**config.mk**
```make
export PLATFORM = sky130hd
export DESIGN_NAME = icache_responder_flat
export DESIGN_NICKNAME = d
export VERILOG_FILES = /design/src/rtl/icache_responder_if.sv /design/src/rtl/icache_responder.sv /design/src/flat_wrapper.sv
export SDC_FILE = /design/constraint.sdc
export NUM_CORES = 1
export LEC_CHECK = 0
export CAP_MARGIN = 20
export CORE_MARGIN = 2
export CORE_UTILIZATION = 45
export DETAILED_ROUTE_END_ITERATION = 7
export PLACE_DENSITY = 0.63
export SYNTH_ARGS = -nofsm -noshare
export SYNTH_HDL_FRONTEND = slang
export SYNTH_SLANG_ARGS = --single-unit
```
**constraint.sdc**
```tcl
create_clock -name CLK -period 10.1 [get_ports CLK]
set_clock_uncertainty 0.15 [all_clocks]
set_input_delay 3.03 -clock CLK [delete_from_list [all_inputs] [get_ports CLK]]
set_output_delay 3.03 -clock CLK [all_outputs]
set_load 0.01 [all_outputs]
```
**src/rtl/icache_responder_if.sv**
```systemverilog
// rtl/icache_responder_if.sv - fetch-side and memory-side signals of the instruction cache
interface icache_responder_if;
  logic        imemREN;
  logic [31:0] imemaddr;
  logic        ihit;
  logic [31:0] imemload;
  logic        iREN;
  logic [31:0] iaddr;
  logic        iwait;
  logic [31:0] iload;

  modport slave (
    input  imemREN, imemaddr, iwait, iload,
    output ihit, imemload, iREN, iaddr
  );

  modport master (
    output imemREN, imemaddr, iwait, iload,
    input  ihit, imemload, iREN, iaddr
  );
endinterface

```
**src/rtl/icache_responder.sv**
```systemverilog
// rtl/icache_responder.sv - direct-mapped read-only instruction cache, one word per frame
// Optional ICACHE_STATS_EN adds hit_count/miss_count outputs.
module icache_responder #(
  parameter int NFRAMES = 16
) (
  input  logic                CLK,
  input  logic                nRST,
  icache_responder_if.slave   bus
`ifdef ICACHE_STATS_EN
  ,
  output logic [31:0]         hit_count,
  output logic [31:0]         miss_count
`endif
);
  localparam int IDXW = $clog2(NFRAMES);
  localparam int TAGW = 30 - IDXW;

  typedef enum logic {IDLE, FETCH} state_t;

  state_t            r_state;
  state_t            w_next;
  logic [NFRAMES-1:0] r_valid;
  logic [TAGW-1:0]   r_tag  [NFRAMES];
  logic [31:0]       r_data [NFRAMES];
  logic [29:0]       r_fill_word;

  logic [IDXW-1:0]   w_idx;
  logic [IDXW-1:0]   w_fill_idx;
  logic [TAGW-1:0]   w_tag;
  logic [TAGW-1:0]   w_fill_tag;
  logic              w_lookup_hit;
  logic              w_ihit;
  logic              w_start;
  logic              w_fill;
  logic              w_unused_low;

  assign w_idx        = bus.imemaddr[2+IDXW-1:2];
  assign w_tag        = bus.imemaddr[31:2+IDXW];
  assign w_fill_idx   = r_fill_word[IDXW-1:0];
  assign w_fill_tag   = r_fill_word[29:IDXW];
  assign w_unused_low = ^bus.imemaddr[1:0];

  always_comb begin
    w_next       = r_state;
    w_start      = 1'b0;
    w_fill       = 1'b0;
    w_ihit       = 1'b0;
    w_lookup_hit = r_valid[w_idx] && (r_tag[w_idx] == w_tag);
    case (r_state)
      IDLE: begin
        w_ihit = bus.imemREN && w_lookup_hit;
        if (bus.imemREN && !w_lookup_hit) begin
          w_next  = FETCH;
          w_start = 1'b1;
        end
      end
      FETCH: begin
        // The fill lands even if the datapath has redirected meanwhile.
        if (!bus.iwait) begin
          w_next = IDLE;
          w_fill = 1'b1;
        end
      end
      default: w_next = IDLE;
    endcase
  end

  assign bus.ihit     = w_ihit;
  assign bus.imemload = w_ihit ? r_data[w_idx] : 32'h0;
  assign bus.iREN     = (r_state == FETCH);
  assign bus.iaddr    = {r_fill_word, 2'b00};

  always_ff @(posedge CLK) begin
    if (!nRST) begin
      r_state     <= IDLE;
      r_valid     <= '0;
      r_fill_word <= '0;
    end else begin
      r_state <= w_next;
      if (w_start) r_fill_word <= bus.imemaddr[31:2];
      if (w_fill)  r_valid[w_fill_idx] <= 1'b1;
    end
  end

  // Tag and data arrays are not reset; the valid bits guard them.
  always_ff @(posedge CLK) begin
    if (nRST && w_fill) begin
      r_tag[w_fill_idx]  <= w_fill_tag;
      r_data[w_fill_idx] <= bus.iload;
    end
  end

`ifdef ICACHE_STATS_EN
  always_ff @(posedge CLK) begin
    if (!nRST) begin
      hit_count  <= 32'h0;
      miss_count <= 32'h0;
    end else begin
      if (w_ihit)  hit_count  <= hit_count + 32'h1;
      if (w_start) miss_count <= miss_count + 32'h1;
    end
  end
`endif
endmodule

```
**src/flat_wrapper.sv**
```systemverilog
// flat-port wrapper written by rule: the top's interface ports become plain ports
module icache_responder_flat 
#(
  parameter int NFRAMES = 16
)
  (CLK, nRST, bus_imemREN, bus_imemaddr, bus_iwait, bus_iload, bus_ihit, bus_imemload, bus_iREN, bus_iaddr);
  icache_responder_if bus_i ();
  input  logic CLK;
  input  logic nRST;
  input wire logic [$bits(bus_i.imemREN)-1:0] bus_imemREN;
  input wire logic [$bits(bus_i.imemaddr)-1:0] bus_imemaddr;
  input wire logic [$bits(bus_i.iwait)-1:0] bus_iwait;
  input wire logic [$bits(bus_i.iload)-1:0] bus_iload;
  output wire logic [$bits(bus_i.ihit)-1:0] bus_ihit;
  output wire logic [$bits(bus_i.imemload)-1:0] bus_imemload;
  output wire logic [$bits(bus_i.iREN)-1:0] bus_iREN;
  output wire logic [$bits(bus_i.iaddr)-1:0] bus_iaddr;
  assign bus_i.imemREN = bus_imemREN;
  assign bus_i.imemaddr = bus_imemaddr;
  assign bus_i.iwait = bus_iwait;
  assign bus_i.iload = bus_iload;
  assign bus_ihit = bus_i.ihit;
  assign bus_imemload = bus_i.imemload;
  assign bus_iREN = bus_i.iREN;
  assign bus_iaddr = bus_i.iaddr;
  icache_responder #(.NFRAMES(NFRAMES)) u_core (.CLK(CLK), .nRST(nRST), .bus(bus_i));
endmodule
```
**Word level (Yosys, flattened, before mapping)**

Memory sizes are Yosys's and may differ from the RTL's.
Cells that the tools add are included.

- Register bits: 47
- Latch bits: 0
- Bits in writable memories: 928
- Bits in read-only memories: 0
- Bits of input ports: 68
- Word-level logic and storage cells: 31
- Memories kept: 2

Memories:

| name | words | width | rd ports | clocked after memory_dff | wr ports | line | source |
|---|---|---|---|---|---|---|---|
| u_core.r_data | 16 | 32 | 1 | 0 | 1 | icache_responder.sv:24 | `logic [31:0] r_data [NFRAMES];` |
| u_core.r_tag | 16 | 26 | 1 | 0 | 1 | icache_responder.sv:23 | `logic [TAGW-1:0] r_tag [NFRAMES];` |

- Add/subtract/negate cells: 0
- Multipliers: 0
- Divide/modulo/power cells: 0
- Magnitude comparators: 3
- Equality and inequality tests: 1
- Shift-type cells: 0
- Multiplexer cells: 14
- Bitwise logic cells: 2
- Reductions and logical operators: 6

Operators by type and width:

| kind | count |
|---|---|
| $mux 32 | 1 |
| $eq 26x26->1 | 1 |
| $or 16x16->16 | 1 |
| $lt 4x5->1 const B | 2 |
| $mux 1 | 10 |
| $logic_and 1x1->1 | 5 |
| $bmux 1 s4 | 1 |
| $demux 1 s4 | 1 |
| $ge 4x1->1 const B | 1 |
| $pmux 1 s2 | 1 |
| $logic_not 1->1 | 1 |
| $not 1->1 | 1 |

**Depth between registers and ports, before layout**

Gate-level depths: netlist of run 1.

- Word-level depth: 7
- Depth in mapped cells: 15
- Gate-level depth less buffers: 8

**Worst setup path after synthesis of run 1**

No wires, ideal clock.

- Path kind: input-to-output
- Start point: input port bus_imemaddr[2]
- End point: output port bus_imemload[10]
- Data arrival time: 6006 ps
- Slack: 914 ps
- Stages: 11
- Buffers on the path: 8
- Cells stage by stage: buf_6 > buf_12 > buf_12 > buf_6 > buf_4 > buf_2 > clkbuf_1 > buf_1 > mux4_2 > mux4_2 > nor2b_1

- Word-level cells in the longest chain between the ends: 6
- Elaborated cells on any way between the ends: 9

RTL lines:

| item | line | source |
|---|---|---|
| from (decl) | flat_wrapper.sv:11 | `input wire logic [$bits(bus_i.imemaddr)-1:0] bus_imemaddr;` |
| $mem_v2 16x26 / $bmux 1 s4 (equally long branches) | - |  |
| $eq 26x26->1 / $mux 1 (equally long branches) | icache_responder.sv:48 | `w_lookup_hit = r_valid[w_idx] && (r_tag[w_idx] == w_tag);` |
| $logic_and 1x1->1 | icache_responder.sv:48 |  |
| $logic_and 1x1->1 | icache_responder.sv:51 | `w_ihit = bus.imemREN && w_lookup_hit;` |
| $mux 1 | icache_responder.sv:49 | `case (r_state)` |
| $mux 32 (*) | icache_responder.sv:69 | `assign bus.imemload = w_ihit ? r_data[w_idx] : 32'h0;` |
| to (decl) | flat_wrapper.sv:15 | `output wire logic [$bits(bus_i.imemload)-1:0] bus_imemload;` |

Every way passes the cells marked *; elsewhere a longest branch is shown, timed or not. The select of a mux whose other input is x is not followed.

**Final worst setup path of run 1**

- Start point: input port bus_imemaddr[3]
- End point: output port bus_imemload[3]

Same word-level chain as after synthesis.

==> results of run 1 <==
-- final cells by class --
cell class                      instances  area [um^2]  area share, %
Tap cell                             1144         1430           3.19
Clock inverter                         62          686           1.53
Multi-Input combinational cell        735         9250           20.6
Timing Repair Buffer                  205         2010           4.48
Sequential cell                       975        28800           64.2
Inverter                                7         28.8         0.0641
Clock buffer                          124         2690           5.98
-- worst max path at each step --
stage                          startpoint          endpoint  slack [ns]  depth (start not counted)
after floorplan           bus_imemaddr[2]  bus_imemload[10]        0.91                         11
after global placement    bus_imemaddr[5]  bus_imemload[22]        -0.1                         13
after detailed placement  bus_imemaddr[3]  bus_imemload[22]       -0.01                         14
after CTS                 bus_imemaddr[2]  bus_imemload[22]        0.01                         13
after global routing      bus_imemaddr[3]  bus_imemload[24]        0.12                         15
final                     bus_imemaddr[3]   bus_imemload[3]        0.29                         15
-- per-stage QoR --
step           power, mW  hold slack (ns)  instance area [um^2]
3_3_place_gp        5.07            0.277                 41500
2_1_floorplan       4.88            0.271                 38600
5_1_grt             9.00            0.317                 44900
4_1_cts             8.82            0.302                 44800
3_5_place_dp        5.09            0.284                 41500
6_report            8.74            0.302                 44900
-- power by group --
part	switching, mW	internal, mW	leakage (nW)
logic	0.240	0.211	3.93
registers	0.0673	4.48	8.83
clock network	1.53	2.21	1.64
-- timing repair --
item	in CTS	in global routing
buffers inserted	0	2
pin swaps	0	1
resized for setup	2	4
gates cloned	0	1
endpoints found under the setup margin	4	13
-- critical path, cell delays in order --
cell	delay, ns
buf_8	0.30
buf_4	0.38
buf_4	0.23
mux2i_1	0.20
a22oi_1	0.12
a211o_1	0.32
nand3_1	0.12
o2111ai_1	0.17
nor3_2	0.21
buf_4	0.16
nand4_1	0.09
buf_4	0.18
clkbuf_16	0.20
nor2b_1	0.25
clkdlybuf4s50_1	0.60
-- metal layers --
metal	vias up	wire [um]
met4	8	2280
met5	-	56
met1	10287	38200
met3	160	6610
met2	800	43800
li1	8167	-
-- flip-flops by register name, indices dropped and copies added (netlist names) --
register,flops
u_core.r_fill_word,30
u_core.bus.iREN,1
u_core.r_valid,16
u_core.r_tag,416
u_core.r_data,512
-- Yosys cell counts (all sizes together) (4+ instances only) --
cell       n  area (um^2)
edfxtp   928        27900
mux4     251         5680
buf       61          435
mux2i     61          611
clkbuf    56          210
nor2      56          210
dfxtp     47          941
nand2     45          169
nor2b     39          244
a41oi     30          263
nand4b    30          263
o311ai    30          270
a21o      20          150
nor3      17         85.1
nand3     12         60.1
a21oi     10         50.1
a22oi     10         75.1
xnor2     10         87.6
a221oi     8         82.6
and3       7         43.8
nand2b     7         43.8
a211oi     6         45.0
and2       6         37.5
inv        6         22.5
nor4       6         52.6
o2111ai    6         52.6
o21ai      6         30.0
a221o      5         50.1
nand4      5         31.3
and4       4         35.0
o21a       4         30.0
xor2       4         35.0
-- kinds of logic after synthesis --
kind of cell | after synthesis | synth area share [%]
buffers and inverters | 124 | 1.74
XOR/XNOR | 14 | 0.318
other | 1 | 0.00972
multiplexers | 315 | 16.4
AND/OR/NAND/NOR | 250 | 3.63
flip-flops | 975 | 74.6
AO/OA/AOI/OAI | 154 | 3.28
==> metrics.csv, run 1 <==
metric,value,unit
hp-class,flip-flop to flip-flop,
grt_usage,20.5,%
r2r_setup_slack,6.07,ns
synth_cell_types,70,
use_met2,32.7,%
path_clk_slew,0.06,ns
arrival,6.63,ns
hold_depth,1,
startpoint_type,input port,
min_to,u_core.r_valid[9],
final_cells,3252,
wirelength,91.0,mm
cp-end-kind,output pin,
synth_area,38600,um^2
clock_path_buffers,3,
powerDensity,195,nW/um^2
setup_viol,0,
clk_latency,0.66,ns
cts_buffers,100,
io_pins,134,
finalCritPeriodShare,97.2,%
gp_congestion,0.796,
critical_path_class,input port to output pin,
slew_headroom,27.3,%
diodes,0,
p_leak,14.4,nW
first_pass_iters,7,
grt_start_max_net_pins,129,
drc,0,
ys_seq_elements,975,
first_global_vias,19660,
r2r_start,u_core.r_tag[11][25],
cts_tree,done,
cts-hold-fix-buffers,0,
area_growth,16.3,%
mostFrequentLayoutCell,edfxtp_1,
die_h,297,um
nNetsFinal,2092,
coreArea,85100,um^2
peakVddDrop,0.147,mV
post-route-min-period,9.81,ns
grt_util_met1,29.3,%
clock_sinks,975,
grt_remaining_overflow,0,
hold_violations,0,
synth_cells,1833,
hpwl,47.8,mm
worst_r2r_endpoint,u_core.r_fill_word[29],
htree_levels,3,
dp_cells,3062,
rsz0062_at_grt,no,
synth_edf_count,928,
final_cell_mix,"edfxtp_1 (928), mux4_2 (244), clkdlybuf4s50_1 (124), clkbuf_16 (104), buf_4 (66)",
dr_total_vias,19422,
via_per_inst,5.97,
post-place-ws,-0.0134,ns
nFillCells,6656,
tns,0,ns
drive_above_1_share,24.1,%
synth_flop_cell,edfxtp_1,
yosysWarnings,0,
die-width,297,um
utilization,52.7,%
async_flop_share,0,%
avgSynthCellArea,21.1,um^2
postRouteAntennaNets,0,
seq_area_frac_synth,74.6,%
final-max-slew-violation-count,0,
clockRootBuffer,clkbuf_16,
die_area,88100,um^2
crit_path_max_fanout,33,
status,"finished, final reports clean",
routedWlPerCell,28.0,um
antenna_found_initial,6,
tightest_slew,1.09,ns
grt.busiest_layer,met2,
grt_pass1_wl,133,mm
setup_slack,0.287,ns
drt_iter0_drc,2269,
gr-usage-met3,3.79,%
rows,107,
start_util,45.3,%
rr_worst_depth,9,
cap_viol_max_count,0,
cp_data_required_time,6.92,ns
min_from,u_core.r_valid[9],
io_buffers,129,
fmax,102,MHz
Power figures use the tool's default switching activity.
==> inputs of run 2 (changes only) <==
--- a/config.mk
+++ b/config.mk
@@ -10,6 +10,7 @@
 export CORE_UTILIZATION = 45
 export DETAILED_ROUTE_END_ITERATION = 7
 export PLACE_DENSITY = 0.63
+export RECOVER_POWER = 50
 export SYNTH_ARGS = -nofsm -noshare
 export SYNTH_HDL_FRONTEND = slang
 export SYNTH_SLANG_ARGS = --single-unit
==> metrics.csv, run 2 (synthesis results as in run 1) <==
metric,value,unit
slowest_stage,clkdlybuf4s50_1,
post-place-ws,-0.0134,ns
clkPwrFrac,42.8,%
grt_start_max_net_pins,129,
grt_remaining_overflow,0,
fin_total_pwr,8.74,mW
tns,0,ns
tightest_slew,4.61,ns
status,"finished, violations left",
cpPeakStageDelay,0.59,ns
htree_levels,3,
powerDensity,195,nW/um^2
grt_pass1_wl,133,mm
clock_sinks,975,
fmax,102,MHz
die-width,297,um
via_per_inst,5.96,
hpwl,47.8,mm
start_util,45.3,%
coreArea,85100,um^2
finalCritPeriodShare,97.2,%
cts_buffers,100,
critical_path.most_common_cell,buf_4,
first_pass_iters,5,
startpoint_type,input port,
fin_area,44900,um^2
die_area,88100,um^2
grt_usage,20.5,%
comb_power_share,5.1,%
die_h,297,um
dr_total_vias,19380,
power_frac_seq,52.1,%
path_clk_slew,0.06,ns
final_cell_mix,"edfxtp_1 (928), mux4_2 (244), clkbuf_16 (104), clkdlybuf4s50_1 (87), buf_4 (64)",
p_leak,14.4,nW
io_pins,134,
nNetsFinal,2092,
dpl_cell_area,41500,um^2
failed_checks,"max-capacitance violations, max-slew violations",
peakVddDrop,0.147,mV
postRouteAntennaNets,0,
drc,0,
cts-hold-fix-buffers,0,
mostFrequentLayoutCell,edfxtp_1,
area_growth,16.3,%
io_buffers,129,
diodes,0,
first_global_vias,19660,
largestRegisters,"u_core.r_data: 512 flops, u_core.r_tag: 416 flops, u_core.r_fill_word: 30 flops",
arrival,6.64,ns
crit_chain,"buf_8, buf_4, buf_4, mux2i_1, a22oi_1, a211o_1, nand3_1, o2111ai_1, nor3_2, buf_4, nand4_1, buf_4, clkbuf_16, nor2b_1, clkdlybuf4s50_1",
power_switching,1.84,mW
clk_latency,0.66,ns
critical_path_class,input port to output pin,
antenna_found_initial,10,
post-route-min-period,9.82,ns
slew_headroom,-207,%
drive_above_1_share,23.8,%
clockRootBuffer,clkbuf_16,
drt_iter0_drc,2183,
cp_data_required_time,6.92,ns
cts_tree,done,
cap_viol_max_count,2,
gp_congestion,0.796,
largest_register_ffs,512,
final-max-slew-violation-count,136,
rows,107,
hold_violations,0,
cp-end-kind,output pin,
top_register,u_core.r_data,
crit_path_max_fanout,33,
rsz0062_at_grt,no,
setup_slack,0.281,ns
utilization,52.7,%
power_switching_share,21.1,%
p_int,6.90,mW
setup_viol,0,
hp-class,flip-flop to flip-flop,
clock_path_buffers,3,
wirelength,90.9,mm
routedWlPerCell,28.0,um
-- run 2: critical path, delay by kind of cell --
kind	cells	cell delay (ns)
compound gates	3	0.60
buf+inv	7	2.06
mux	1	0.20
simple gates	4	0.68
-- run 2: final cells by class --
class / count / area, um^2
Clock buffer: 124 / 2690
Clock inverter: 62 / 686
Fill cell: 6659 / 40300
Inverter: 7 / 28.8
Multi-Input combinational cell: 735 / 9230
Sequential cell: 975 / 28800
Tap cell: 1144 / 1430
Timing Repair Buffer: 205 / 2010
-- run 2: stage by stage --
step,cells,hold WS [ns]
final,3252,0.297
after global routing,3252,0.317
after CTS,3248,0.302
after detailed placement,3062,0.284
after global placement,3062,0.277
after floorplan,1834,0.271
-- run 2: power groups by stage --
stage                     logic (mW)  registers (mW)  clock network [mW]
after floorplan                0.273            4.61                   0
after global placement         0.444            4.63                   0
after detailed placement       0.453            4.64                   0
after CTS                      0.455            4.55                3.81
after global routing           0.481            4.56                3.96
final                          0.447            4.55                3.74
-- run 2: routing by layer --
layer	vias to the layer above	wire, um	track usage [%]
li1	8175	-	-
met1	10269	38100	29.3
met2	766	43800	32.7
met3	156	6720	3.79
met4	14	2250	5.45
met5	-	93	0
-- run 2: what timing repair did --
item                                    4_1_cts  5_1_grt
pin swaps                                     0        1
gates cloned                                  0        1
hold endpoints to repair                      0        0
gates resized for setup                       2        4
setup buffers                                 0        2
endpoints found under the setup margin        4       13
-- run 2: final timing paths --
| kind | from | end | slack, ns | cells past startpoint |
|---|---|---|---|---|
| hold / removal | u_core.r_valid[9] | u_core.r_valid[9] | 0.30 | 1 |
| hold reg to reg | u_core.r_valid[9] | u_core.r_valid[9] | 0.30 | 1 |
| setup reg to reg | u_core.r_tag[11][25] | u_core.r_fill_word[29] | 6.07 | 9 |
| setup / recovery | bus_imemaddr[3] | bus_imemload[22] | 0.28 | 15 |
